$ cat config.mk
export PLATFORM = sky130hd
export DESIGN_NAME = ct_f_spsram_64x108_ctrl
export DESIGN_NICKNAME = d
export VERILOG_FILES = /design/src/rtl/ct_f_spsram_64x108_ctrl.sv
export SDC_FILE = /design/constraint.sdc
export NUM_CORES = 1
export LEC_CHECK = 0
export CAP_MARGIN = 20
export CORE_AREA = 2 2 222 224
export CTS_CLUSTER_DIAMETER = 150
export DETAILED_ROUTE_END_ITERATION = 8
export DIE_AREA = 0 0 224 226
export PLACE_DENSITY = 0.55
export SLEW_MARGIN = 20
export SYNTH_ARGS = -nofsm -noshare
export SYNTH_HDL_FRONTEND = slang
export SYNTH_SLANG_ARGS = --single-unit
$ cat constraint.sdc
create_clock -name CLK -period 9.1 [get_ports CLK]
set_input_delay 1.82 -clock CLK [delete_from_list [all_inputs] [get_ports CLK]]
set_output_delay 1.82 -clock CLK [all_outputs]
set_load 0.005 [all_outputs]
$ cat src/rtl/ct_f_spsram_64x108_ctrl.sv
// Front-end controller for the 64x108 single-port SRAM wrapper.
// Zero-clears the array after every reset, then serves one valid/ready
// read-or-write request per cycle. Read data is returned in order through a
// 2-entry response FIFO with backpressure.
module ct_f_spsram_64x108_ctrl #(
  parameter int ADDR_WIDTH = 6,
  parameter int LANE_WIDTH = 27,
  parameter int LANES      = 4
) (
  input  logic                              CLK,
  input  logic                              RST,
  input  logic                              req_vld,
  output logic                              req_rdy,
  input  logic                              req_wr,
  input  logic [ADDR_WIDTH-1:0]             req_addr,
  input  logic [LANES*LANE_WIDTH-1:0]       req_wdata,
  input  logic [LANES-1:0]                  req_wmask,
  output logic                              rsp_vld,
  input  logic                              rsp_rdy,
  output logic [LANES*LANE_WIDTH-1:0]       rsp_rdata,
  output logic                              init_done,
  output logic [ADDR_WIDTH-1:0]             sram_A,
  output logic                              sram_CEN,
  output logic                              sram_GWEN,
  output logic [LANES*LANE_WIDTH-1:0]       sram_WEN,
  output logic [LANES*LANE_WIDTH-1:0]       sram_D,
  input  logic [LANES*LANE_WIDTH-1:0]       sram_Q
);

  localparam int DW = LANES * LANE_WIDTH;

  typedef enum logic {ST_INIT, ST_RUN} state_t;

  state_t                state;
  logic [ADDR_WIDTH-1:0] init_cnt;

  logic                  accept;
  logic                  rd_inflight;
  logic                  push;
  logic                  pop;
  logic [1:0]            rsp_cnt;
  logic                  wr_ptr;
  logic                  rd_ptr;
  logic [DW-1:0]         rbuf [2];
  logic [2:0]            occ;
  logic [DW-1:0]         wen_req;

  // Clear sequencer: one zero-write per cycle, then RUN until the next reset.
  always_ff @(posedge CLK or posedge RST) begin
    if (RST) begin
      state     <= ST_INIT;
      init_cnt  <= '0;
      init_done <= 1'b0;
    end else if (state == ST_INIT) begin
      init_cnt <= init_cnt + 1'b1;
      if (&init_cnt) begin
        state     <= ST_RUN;
        init_done <= 1'b1;
      end
    end
  end

  // Occupancy counts reads already in the SRAM pipe, so an accepted read
  // always has a FIFO slot waiting when its Q arrives.
  always_comb begin
    occ     = {1'b0, rsp_cnt} + {2'b00, rd_inflight} - {2'b00, pop};
    req_rdy = (state == ST_RUN) && (occ < 3'd2);
    accept  = req_vld && req_rdy;
  end

  // Per-lane write mask expanded into active-low per-bit WEN.
  always_comb begin
    wen_req = '1;
    for (int k = 0; k < LANES; k++)
      wen_req[k*LANE_WIDTH +: LANE_WIDTH] = {LANE_WIDTH{~req_wmask[k]}};
  end

  // SRAM pins: held inactive in reset, clear pattern in INIT, request in RUN.
  always_comb begin
    sram_CEN  = 1'b1;
    sram_GWEN = 1'b1;
    sram_WEN  = '1;
    sram_A    = req_addr;
    sram_D    = req_wdata;
    if (RST) begin
      sram_CEN = 1'b1;
    end else if (state == ST_INIT) begin
      sram_CEN  = 1'b0;
      sram_GWEN = 1'b0;
      sram_WEN  = '0;
      sram_D    = '0;
      sram_A    = init_cnt;
    end else if (accept) begin
      sram_CEN = 1'b0;
      if (req_wr) begin
        sram_GWEN = 1'b0;
        sram_WEN  = wen_req;
      end
    end
  end

  // Q is only meaningful the cycle after a read was issued.
  always_comb begin
    push = rd_inflight;
    pop  = (rsp_cnt != 2'd0) && rsp_rdy;
  end

  // Response FIFO and read-in-flight tracking.
  always_ff @(posedge CLK or posedge RST) begin
    if (RST) begin
      rd_inflight <= 1'b0;
      rsp_cnt     <= 2'd0;
      wr_ptr      <= 1'b0;
      rd_ptr      <= 1'b0;
      rbuf[0]     <= '0;
      rbuf[1]     <= '0;
    end else begin
      rd_inflight <= accept && !req_wr;
      if (push) begin
        rbuf[wr_ptr] <= sram_Q;
        wr_ptr       <= ~wr_ptr;
      end
      if (pop)
        rd_ptr <= ~rd_ptr;
      case ({push, pop})
        2'b10:   rsp_cnt <= rsp_cnt + 2'd1;
        2'b01:   rsp_cnt <= rsp_cnt - 2'd1;
        default: rsp_cnt <= rsp_cnt;
      endcase
    end
  end

  // Head of the FIFO is presented directly; it only moves on a pop.
  always_comb begin
    rsp_vld   = (rsp_cnt != 2'd0);
    rsp_rdata = rbuf[rd_ptr];
  end

endmodule

After elaboration in Yosys (flattened, before gate mapping):

Index checks and enable logic that the tools add are counted.

* word-level logic and storage cells: 63
* bits of input ports: 231
* register bits: 229

* reduce and logical (&&, ||, !) cells: 10
* bitwise operators: 9
* eq/ne operators: 2
* multiplexer cells: 24
* add/subtract/negate cells: 5
* $lt $le $gt $ge: 4

Operators with widths (number)
* 108-bit two-way mux: 10
* 216-bit bitwise mux: 1
* 108-bit demux with 1-bit select: 1
* 6-bit two-way mux: 2
* 1-bit two-way mux: 9
* 1-bit NOT: 7
* 7-bit AND reduction: 1
* 6-bit by 1-bit adder with 6-bit output (second input constant): 1
* 6-bit AND reduction: 1
* 1-bit logical AND: 5
* 2-bit >= comparator (second input constant): 2
* 1-bit NOT with 2-bit output: 2
* 2-bit one-hot mux with 2 select lines: 1
* 2-bit nonzero test: 2
* 2-bit by 1-bit adder with 3-bit output: 1
* 3-bit by 2-bit less-than comparator with 1-bit output (second input constant): 1
* 3-bit by 1-bit subtractor with 3-bit output: 1
* 2-bit by 1-bit adder with 2-bit output (second input constant): 1
* 2-bit by 1-bit equality test with 1-bit output (second input constant): 1
* 2-bit equality test (second input constant): 1
* 2-bit by 1-bit less-than comparator with 1-bit output (second input constant): 1
* 2-bit by 1-bit subtractor with 2-bit output (second input constant): 1
* 1-bit logical NOT: 1

Depth between registers and ports, before layout:

Gate-level depths: netlist of run 1.

* depth in word-level cells: 9
* depth in mapped cells: 8
* gate-level depth less buffers: 7

Worst setup path after synthesis of run 1:

OpenSTA, ideal clock, no wires.

* path type: input to output
* start: input port RST
* end: output port sram_WEN[55]
* path buffers: 1
* slack: -0.556 ns
* arrival time: 7.836 ns
* cell stages on the path: 4
* cells stage by stage: inv_1 > a41o_1 > nand2_1 > buf_4

* word-level cells in the longest chain between the ends: 1

Ends and longest elaborated chain
* start: declaration: RTL line 11 `input logic RST,`
* 108-bit two-way mux: RTL line 85 `if (RST) begin`
* end: declaration: RTL line 25 `output logic [LANES*LANE_WIDTH-1:0] sram_WEN,`

Every way passes these cells.

Worst setup path after layout of run 1:

* start: input port rsp_rdy
* end: output port sram_WEN[25]

* word-level cells in the longest chain between the ends: 8

Ends and longest elaborated chain
* start: declaration: RTL line 19 `input logic rsp_rdy,`
* 1-bit logical AND: RTL line 105 `pop = (rsp_cnt != 2'd0) && rsp_rdy;`
* 3-bit by 1-bit subtractor with 3-bit output: RTL line 66 `occ = {1'b0, rsp_cnt} + {2'b00, rd_inflight} - {2'b00, pop};`
* 3-bit by 2-bit less-than comparator with 1-bit output: RTL line 67 `req_rdy = (state == ST_RUN) && (occ < 3'd2);`
* 1-bit logical AND: RTL line 67
* 1-bit logical AND: RTL line 68 `accept = req_vld && req_rdy;`
* 108-bit two-way mux: RTL line 93 `end else if (accept) begin`
* 108-bit two-way mux: RTL line 87 `end else if (state == ST_INIT) begin`
* 108-bit two-way mux: RTL line 85

Every way passes these cells.

==> results of run 1 <==
## through the flow
| stage | hold WS [ps] | cells | cell area (sq um) | setup WS [ps] | utilization [%] |
|---|---|---|---|---|---|
| floorplan | 458 | 874 | 11700 | 817 | - |
| global placement | 461 | 1914 | 17100 | 2290 | 35.3 |
| detailed placement | 462 | 1914 | 17100 | 2200 | 35.3 |
| CTS | 488 | 1960 | 18000 | 2200 | 37.2 |
| global route | 501 | 1963 | 18000 | 1990 | 37.2 |
| finish | 485 | 1963 | 18000 | 2250 | 37.2 |
## power groups by stage
stage / clock network [mW] / logic [mW] / registers (mW)
2_1_floorplan: 0 / 0.172 / 1.10
3_3_place_gp: 0 / 0.435 / 1.10
3_5_place_dp: 0 / 0.440 / 1.11
4_1_cts: 1.16 / 0.442 / 1.09
5_1_grt: 1.20 / 0.465 / 1.09
6_report: 1.11 / 0.432 / 1.09
## flip-flops by register name (all words and copies together) (netlist names)
signal     cells
wr_ptr         1
rsp_cnt        2
state          1
rd_ptr         1
rbuf         216
push           1
init_cnt       6
init_done      1
## area by class of cell
cell class                 count  area [sq um]
clock buffer                  41           821
multi-input combinational    488          4820
fill                        4718         30400
tap                          622           778
timing repair buffer         571          5720
sequential                   229          5730
clock inverter                 5          78.8
antenna                        3          7.51
inverter                       4          18.8
## layer usage
layer	track usage, %	part of all wire (%)	up-vias
met3	4.11	7.0	69
met1	15.5	35	4028
li1	-	-	3770
met2	27.2	51	319
met5	0	0.032	-
met4	9.66	6.4	2
## worst reg2reg max path, cell delays in order, from the launching register on
cell and delay [ps]:
dfrtp_1 500, nand2b_4 700, buf_4 910, mux2_2 450
## cells in the mapped netlist (all sizes together)
| cell | number | area [sq um] |
|---|---|---|
| and3b | 2 | 17.5 |
| xnor2 | 7 | 61.3 |
| a21oi | 3 | 15.0 |
| inv | 4 | 15.0 |
| nand4 | 1 | 6.26 |
| fa | 1 | 20.0 |
| nor2 | 2 | 23.8 |
| nand2 | 17 | 71.3 |
| and4 | 1 | 8.76 |
| nand3 | 1 | 5.00 |
| a41o | 1 | 10.0 |
| nand2b | 3 | 26.3 |
| or2 | 1 | 6.26 |
| mux2 | 331 | 3800 |
| nand4b | 1 | 8.76 |
| and3 | 1 | 6.26 |
| o21bai | 1 | 7.51 |
| xor2 | 2 | 17.5 |
| clkbuf | 10 | 37.5 |
| buf | 143 | 1060 |
| nor2b | 108 | 676 |
| o21ai | 2 | 10.0 |
| dfrtp | 229 | 5730 |
| ha | 1 | 12.5 |
| nor3 | 1 | 5.00 |
## worst paths after layout
| check | from | end | slack, ps | cells past startpoint |
|---|---|---|---|---|
| max in group asynchronous | RST | rbuf[46] | 5520 | 4 |
| max | rsp_rdy | sram_WEN[25] | 2250 | 9 |
| min reg2reg | rbuf[52] | rbuf[52] | 490 | 1 |
| max reg2reg | push | rbuf[152] | 6410 | 3 |
| min in group asynchronous | RST | push | 2060 | 3 |
| min | rbuf[52] | rbuf[52] | 490 | 1 |
## logic make-up after synthesis
| family | synth area share (%) |
|---|---|
| AND/OR/NAND/NOR | 7.38 |
| AO/OA/AOI/OAI | 0.365 |
| flip-flops | 49.2 |
| multiplexers | 32.6 |
| XOR/XNOR | 0.676 |
| buffers and inverters | 9.53 |
| adder cells (fa/ha/maj) | 0.279 |
==> flow_metrics.env, run 1 <==
export IMPL_cts_resized=0
export IMPL_path_delay_family="buffers and inverters"
export IMPL_cts_buffers=29
export IMPL_first_iter_violations=187
export IMPL_ioPinCount=566
export IMPL_clk_latency_ps=550
export IMPL_synthDistinctLibCells=33
export IMPL_seqPwrFrac_pct=41.5
export IMPL_synth_warnings=0
export IMPL_mostFrequentLayoutCells="clkdlybuf4s50_1 (565), mux2_2 (292), dfrtp_1 (228)"
export IMPL_path_class="input pin to output port"
export IMPL_sw_frac_of_total_pct=22.8
export IMPL_fp_dieArea_sq_mm=0.0506
export IMPL_critical_path_slowest_cell="nand2_1"
export IMPL_cp_max_fo=27
export IMPL_grt_overflow=0
export IMPL_ir_drop_v=0.000108
export IMPL_power_switching_mw=0.598
export IMPL_hold_buffers=0
export IMPL_cts_setup_buffers=0
export IMPL_p_int_mw=2.03
export IMPL_finalClockSkew_ps=12.9
export IMPL_period_share_pct=75.3
export IMPL_synth_nets=1107
export IMPL_grt_pass1_wl_um=57300
export IMPL_die_h_um=226
export IMPL_maxCapViolCount=0
export IMPL_status="completed"
export IMPL_root_buffer="clkbuf_16"
export IMPL_clock_sinks=229
export IMPL_cts_tree="built"
export IMPL_coreArea_sq_mm=0.0483
export IMPL_final_max_slew_viol_count=0
export IMPL_layout_drive_gt1_share_pct=27.1
export IMPL_path_common_cell="clkdlybuf4s50_1"
export IMPL_p_comb_share_pct=16.4
export IMPL_drc=0
export IMPL_via_per_inst=4.17
export IMPL_endpoint_kind="output port"
export IMPL_dr_pass1_iters=4
export IMPL_netlist_instances=874
export IMPL_ys_seq_area_share_pct=49.2
export IMPL_avgRoutedWirePerCell_um=20.5
export IMPL_worst_pin_slew_ps=970
export IMPL_synth_cell_area_sq_mm=0.0117
export IMPL_final_min_clock_period_ps=6850
export IMPL_antenna_found_initial=7
export IMPL_worst_path_buf_inv=2
export IMPL_track_usage_pct=15.1
export IMPL_fmax_mhz=146
export IMPL_totalNegativeSetupSlack_ps=0
export IMPL_rsz0062_at_grt="false"
export IMPL_hpwl_um=30200
export IMPL_grt_max_degree=156
export IMPL_vias=8188
export IMPL_cp_cell_sequence="clkdlybuf4s50_1 -> and3b_1 -> a21oi_1 -> nand2b_1 -> fa_1 -> xnor2_1 -> a41o_1 -> nand2_1 -> clkdlybuf4s50_1"
export IMPL_syn_to_final_growth_pct=54.2
export IMPL_clock_power_share_pct=42.1
export IMPL_avgSynthCellArea_sq_um=13.3
export IMPL_grt_pass1_vias=8838
export IMPL_cp_arrival_ps=5030
export IMPL_finalPower_mw=2.63
export IMPL_ant_nets=0
export IMPL_path_clk_slew_ps=50
export IMPL_cp_start_kind="input pin"
export IMPL_hold_path_class="flop to flop"
export IMPL_gp_congestion=0.809
export IMPL_p_leak_nw=7.16
export IMPL_start_util_pct=24.1
export IMPL_std_cell_rows=81
export IMPL_nets=1556
export IMPL_final_common_cell="clkdlybuf4s50_1"
export IMPL_drt_wl_total_um=40200
export IMPL_portBuffers=565
export IMPL_hold_viol_final=0
export IMPL_cts_path_max_buffers=3
export IMPL_ys_seq_elements=229
export IMPL_die_w_um=224
export IMPL_required_ps=7280
export IMPL_maxSlewHeadroom_pct=35.3
export IMPL_cpPeakStageDelay_ps=660
export IMPL_h_tree_depth=1
export IMPL_p_per_area_mw_per_mm2=146
export IMPL_finalSetupViolations=0
No activity file was read; power rests on OpenSTA's default activity.
==> run 2: changes to the inputs <==
==> constraint.sdc (replaced) <==
create_clock -name CLK -period 6.09 [get_ports CLK]
set_input_delay 1.218 -clock CLK [delete_from_list [all_inputs] [get_ports CLK]]
set_output_delay 1.218 -clock CLK [all_outputs]
set_load 0.005 [all_outputs]
==> run 2 against run 1 <==
Non-clock buffer count grew 8; die area stayed put; largest power group unchanged; clock power is 66% higher; highest routed layer unchanged; largest cell class is now buffers; sequential share of layout area fell by 0.37 points; clock skew up 5.1 ps; register-to-register slack got worse by 2500 ps; combinational power grew 53%.
==> flow_metrics.env, run 2 (synthesis results as in run 1) <==
export IMPL_status="completed"
export IMPL_grt_pass1_vias=8982
export IMPL_finalSetupViolations=0
export IMPL_grt_pass1_wl_um=64000
export IMPL_cp_cell_sequence="clkdlybuf4s50_1 -> and3b_1 -> a21oi_1 -> nand2b_1 -> fa_1 -> xnor2_1 -> a41o_1 -> nand2_1 -> buf_4 -> clkdlybuf4s50_1"
export IMPL_required_ps=4870
export IMPL_rsz0062_at_grt="false"
export IMPL_period_share_pct=90.2
export IMPL_finalPower_mw=4.13
export IMPL_cp_max_fo=24
export IMPL_syn_to_final_growth_pct=56.0
export IMPL_worst_path_buf_inv=3
export IMPL_track_usage_pct=17.5
export IMPL_dr_pass1_iters=4
export IMPL_endpoint_kind="output port"
export IMPL_hold_viol_final=0
export IMPL_vias=8361
export IMPL_cp_num_cells=10
export IMPL_r2r_cells=3
export IMPL_power_switching_mw=0.950
export IMPL_coreArea_sq_mm=0.0483
export IMPL_fp_dieArea_sq_mm=0.0506
export IMPL_placed_cell_area_sq_mm=0.0171
export IMPL_clock_sinks=229
export IMPL_maxCapViolCount=0
export IMPL_largest_reg_flops=216
export IMPL_cpPeakStageDelay_ps=630
export IMPL_p_per_area_mw_per_mm2=227
export IMPL_critical_path_slowest_cell="clkdlybuf4s50_1"
export IMPL_r2r_start="push"
export IMPL_hold_path_class="flop to flop"
export IMPL_die_w_um=224
export IMPL_mostFrequentLayoutCells="clkdlybuf4s50_1 (565), mux2_2 (292), dfrtp_1 (228)"
export IMPL_largest_register="rbuf"
export IMPL_ir_drop_v=0.000195
export IMPL_path_clk_slew_ps=60
export IMPL_path_common_cell="clkdlybuf4s50_1"
export IMPL_die_h_um=226
export IMPL_std_cell_rows=81
export IMPL_via_per_inst=4.23
export IMPL_hold_buffers=0
export IMPL_drt_wl_total_um=45700
export IMPL_layout_drive_gt1_share_pct=28.2
export IMPL_holdWs_ps=486
export IMPL_finalClockSkew_ps=18.0
export IMPL_cp_start_kind="input pin"
export IMPL_nets=1563
export IMPL_cts_buffers=28
export IMPL_worst_pin_slew_ps=1000
export IMPL_final_common_cell="clkdlybuf4s50_1"
export IMPL_fmax_mhz=182
export IMPL_cts_setup_buffers=0
export IMPL_final_min_clock_period_ps=5500
export IMPL_root_buffer="clkbuf_16"
export IMPL_endpoint="sram_WEN[9]"
export IMPL_rrSetupSlack_ps=3890
export IMPL_avgRoutedWirePerCell_um=23.2
export IMPL_path_delay_family="buffers and inverters"
export IMPL_r2r_end="rbuf[78]"
export IMPL_grt_overflow=0
export IMPL_seqPwrFrac_pct=39.4
export IMPL_gp_congestion=0.972
export IMPL_cts_tree="built"
export IMPL_sw_frac_of_total_pct=23.0
export IMPL_dp_cells=1922
export IMPL_grt_max_degree=161
export IMPL_drc=0
export IMPL_cp_arrival_ps=4280
export IMPL_clock_power_share_pct=44.6
export IMPL_hpwl_um=36000
export IMPL_reg_top3="rbuf: 216 flops, init_cnt: 6 flops, rsp_cnt: 2 flops"
export IMPL_first_iter_violations=311
export IMPL_p_leak_nw=7.26
export IMPL_clk_latency_ps=560
export IMPL_p_comb_share_pct=16.0
export IMPL_cts_path_max_buffers=3
export IMPL_maxSlewHeadroom_pct=33.3
export IMPL_h_tree_depth=1
export IMPL_final_max_slew_viol_count=0
export IMPL_ioPinCount=566
export IMPL_startpoint="rsp_rdy"
export IMPL_ant_nets=0
export IMPL_path_class="input pin to output port"
export IMPL_fin_cells=1975
export IMPL_totalNegativeSetupSlack_ps=0
export IMPL_fin_area_sq_mm=0.0182
export IMPL_fillers=4685
export IMPL_cts_resized=0
export IMPL_portBuffers=565
export IMPL_p_int_mw=3.18
export IMPL_antenna_found_initial=18
export IMPL_start_util_pct=24.1
[run 2: changes by cell type in the layout (fill, tap and decap cells not counted), sizes merged]
cell      before  now
buf            6   14
clkinvlp       1    4
diode          3    1
clkbuf        41   39
bufinv         2    5
clkinv         2    4
[run 2: layer usage]
| layer | vias up | share of wire, % | wire [um] | track usage (%) |
|---|---|---|---|---|
| met5 | - | 0.31 | 143 | 0 |
| met4 | 20 | 3.9 | 1770 | 6.49 |
| met3 | 85 | 7.7 | 3530 | 5.44 |
| met2 | 334 | 52 | 23700 | 32.1 |
| met1 | 4130 | 36 | 16600 | 18.8 |
| li1 | 3792 | - | - | - |
[run 2: worst min-delay path by stage]
stage | start | depth (start not counted) | to | slack (ps)
5_1_grt | rbuf[58] | 1 | rbuf[58] | 490
2_1_floorplan | init_cnt[5] | 1 | init_cnt[5] | 460
6_report | rbuf[47] | 1 | rbuf[47] | 490
3_3_place_gp | rbuf[56] | 1 | rbuf[56] | 470
3_5_place_dp | rbuf[58] | 1 | rbuf[58] | 480
4_1_cts | rbuf[47] | 1 | rbuf[47] | 490
[run 2: area by class of cell]
class | instances | area [sq um] | area share [%]
flip-flops and latches | 229 | 5730 | 31.5
well taps | 622 | 778 | 4.28
diodes | 1 | 2.50 | 0.0138
multi-input cells | 488 | 4820 | 26.5
inverters | 4 | 18.8 | 0.103
repair buffers | 579 | 5800 | 31.9
clock buffers | 39 | 822 | 4.52
clock inverters | 13 | 213 | 1.17
[run 2: power by group through the flow]
stage | sequential (mW) | clock, mW | combinational [mW]
final | 1.63 | 1.84 | 0.663
after global placement | 1.65 | 0 | 0.668
after CTS | 1.63 | 1.91 | 0.678
after floorplan | 1.64 | 0 | 0.257
after global routing | 1.63 | 1.97 | 0.709
after detailed placement | 1.65 | 0 | 0.674
[run 2: stage by stage]
step / setup WS (ps) / util, %
finish: 595 / 37.6
floorplan: -989 / -
global route: 523 / 37.6
detailed placement: 579 / 35.5
CTS: 579 / 37.6
global placement: 608 / 35.5
[run 2: worst reg2reg max path: cells and delay by family, from the launching register on]
kind          cells  cell delay (ps)
buf+inv           1              740
flops             1              520
mux               1              560
simple gates      1              250
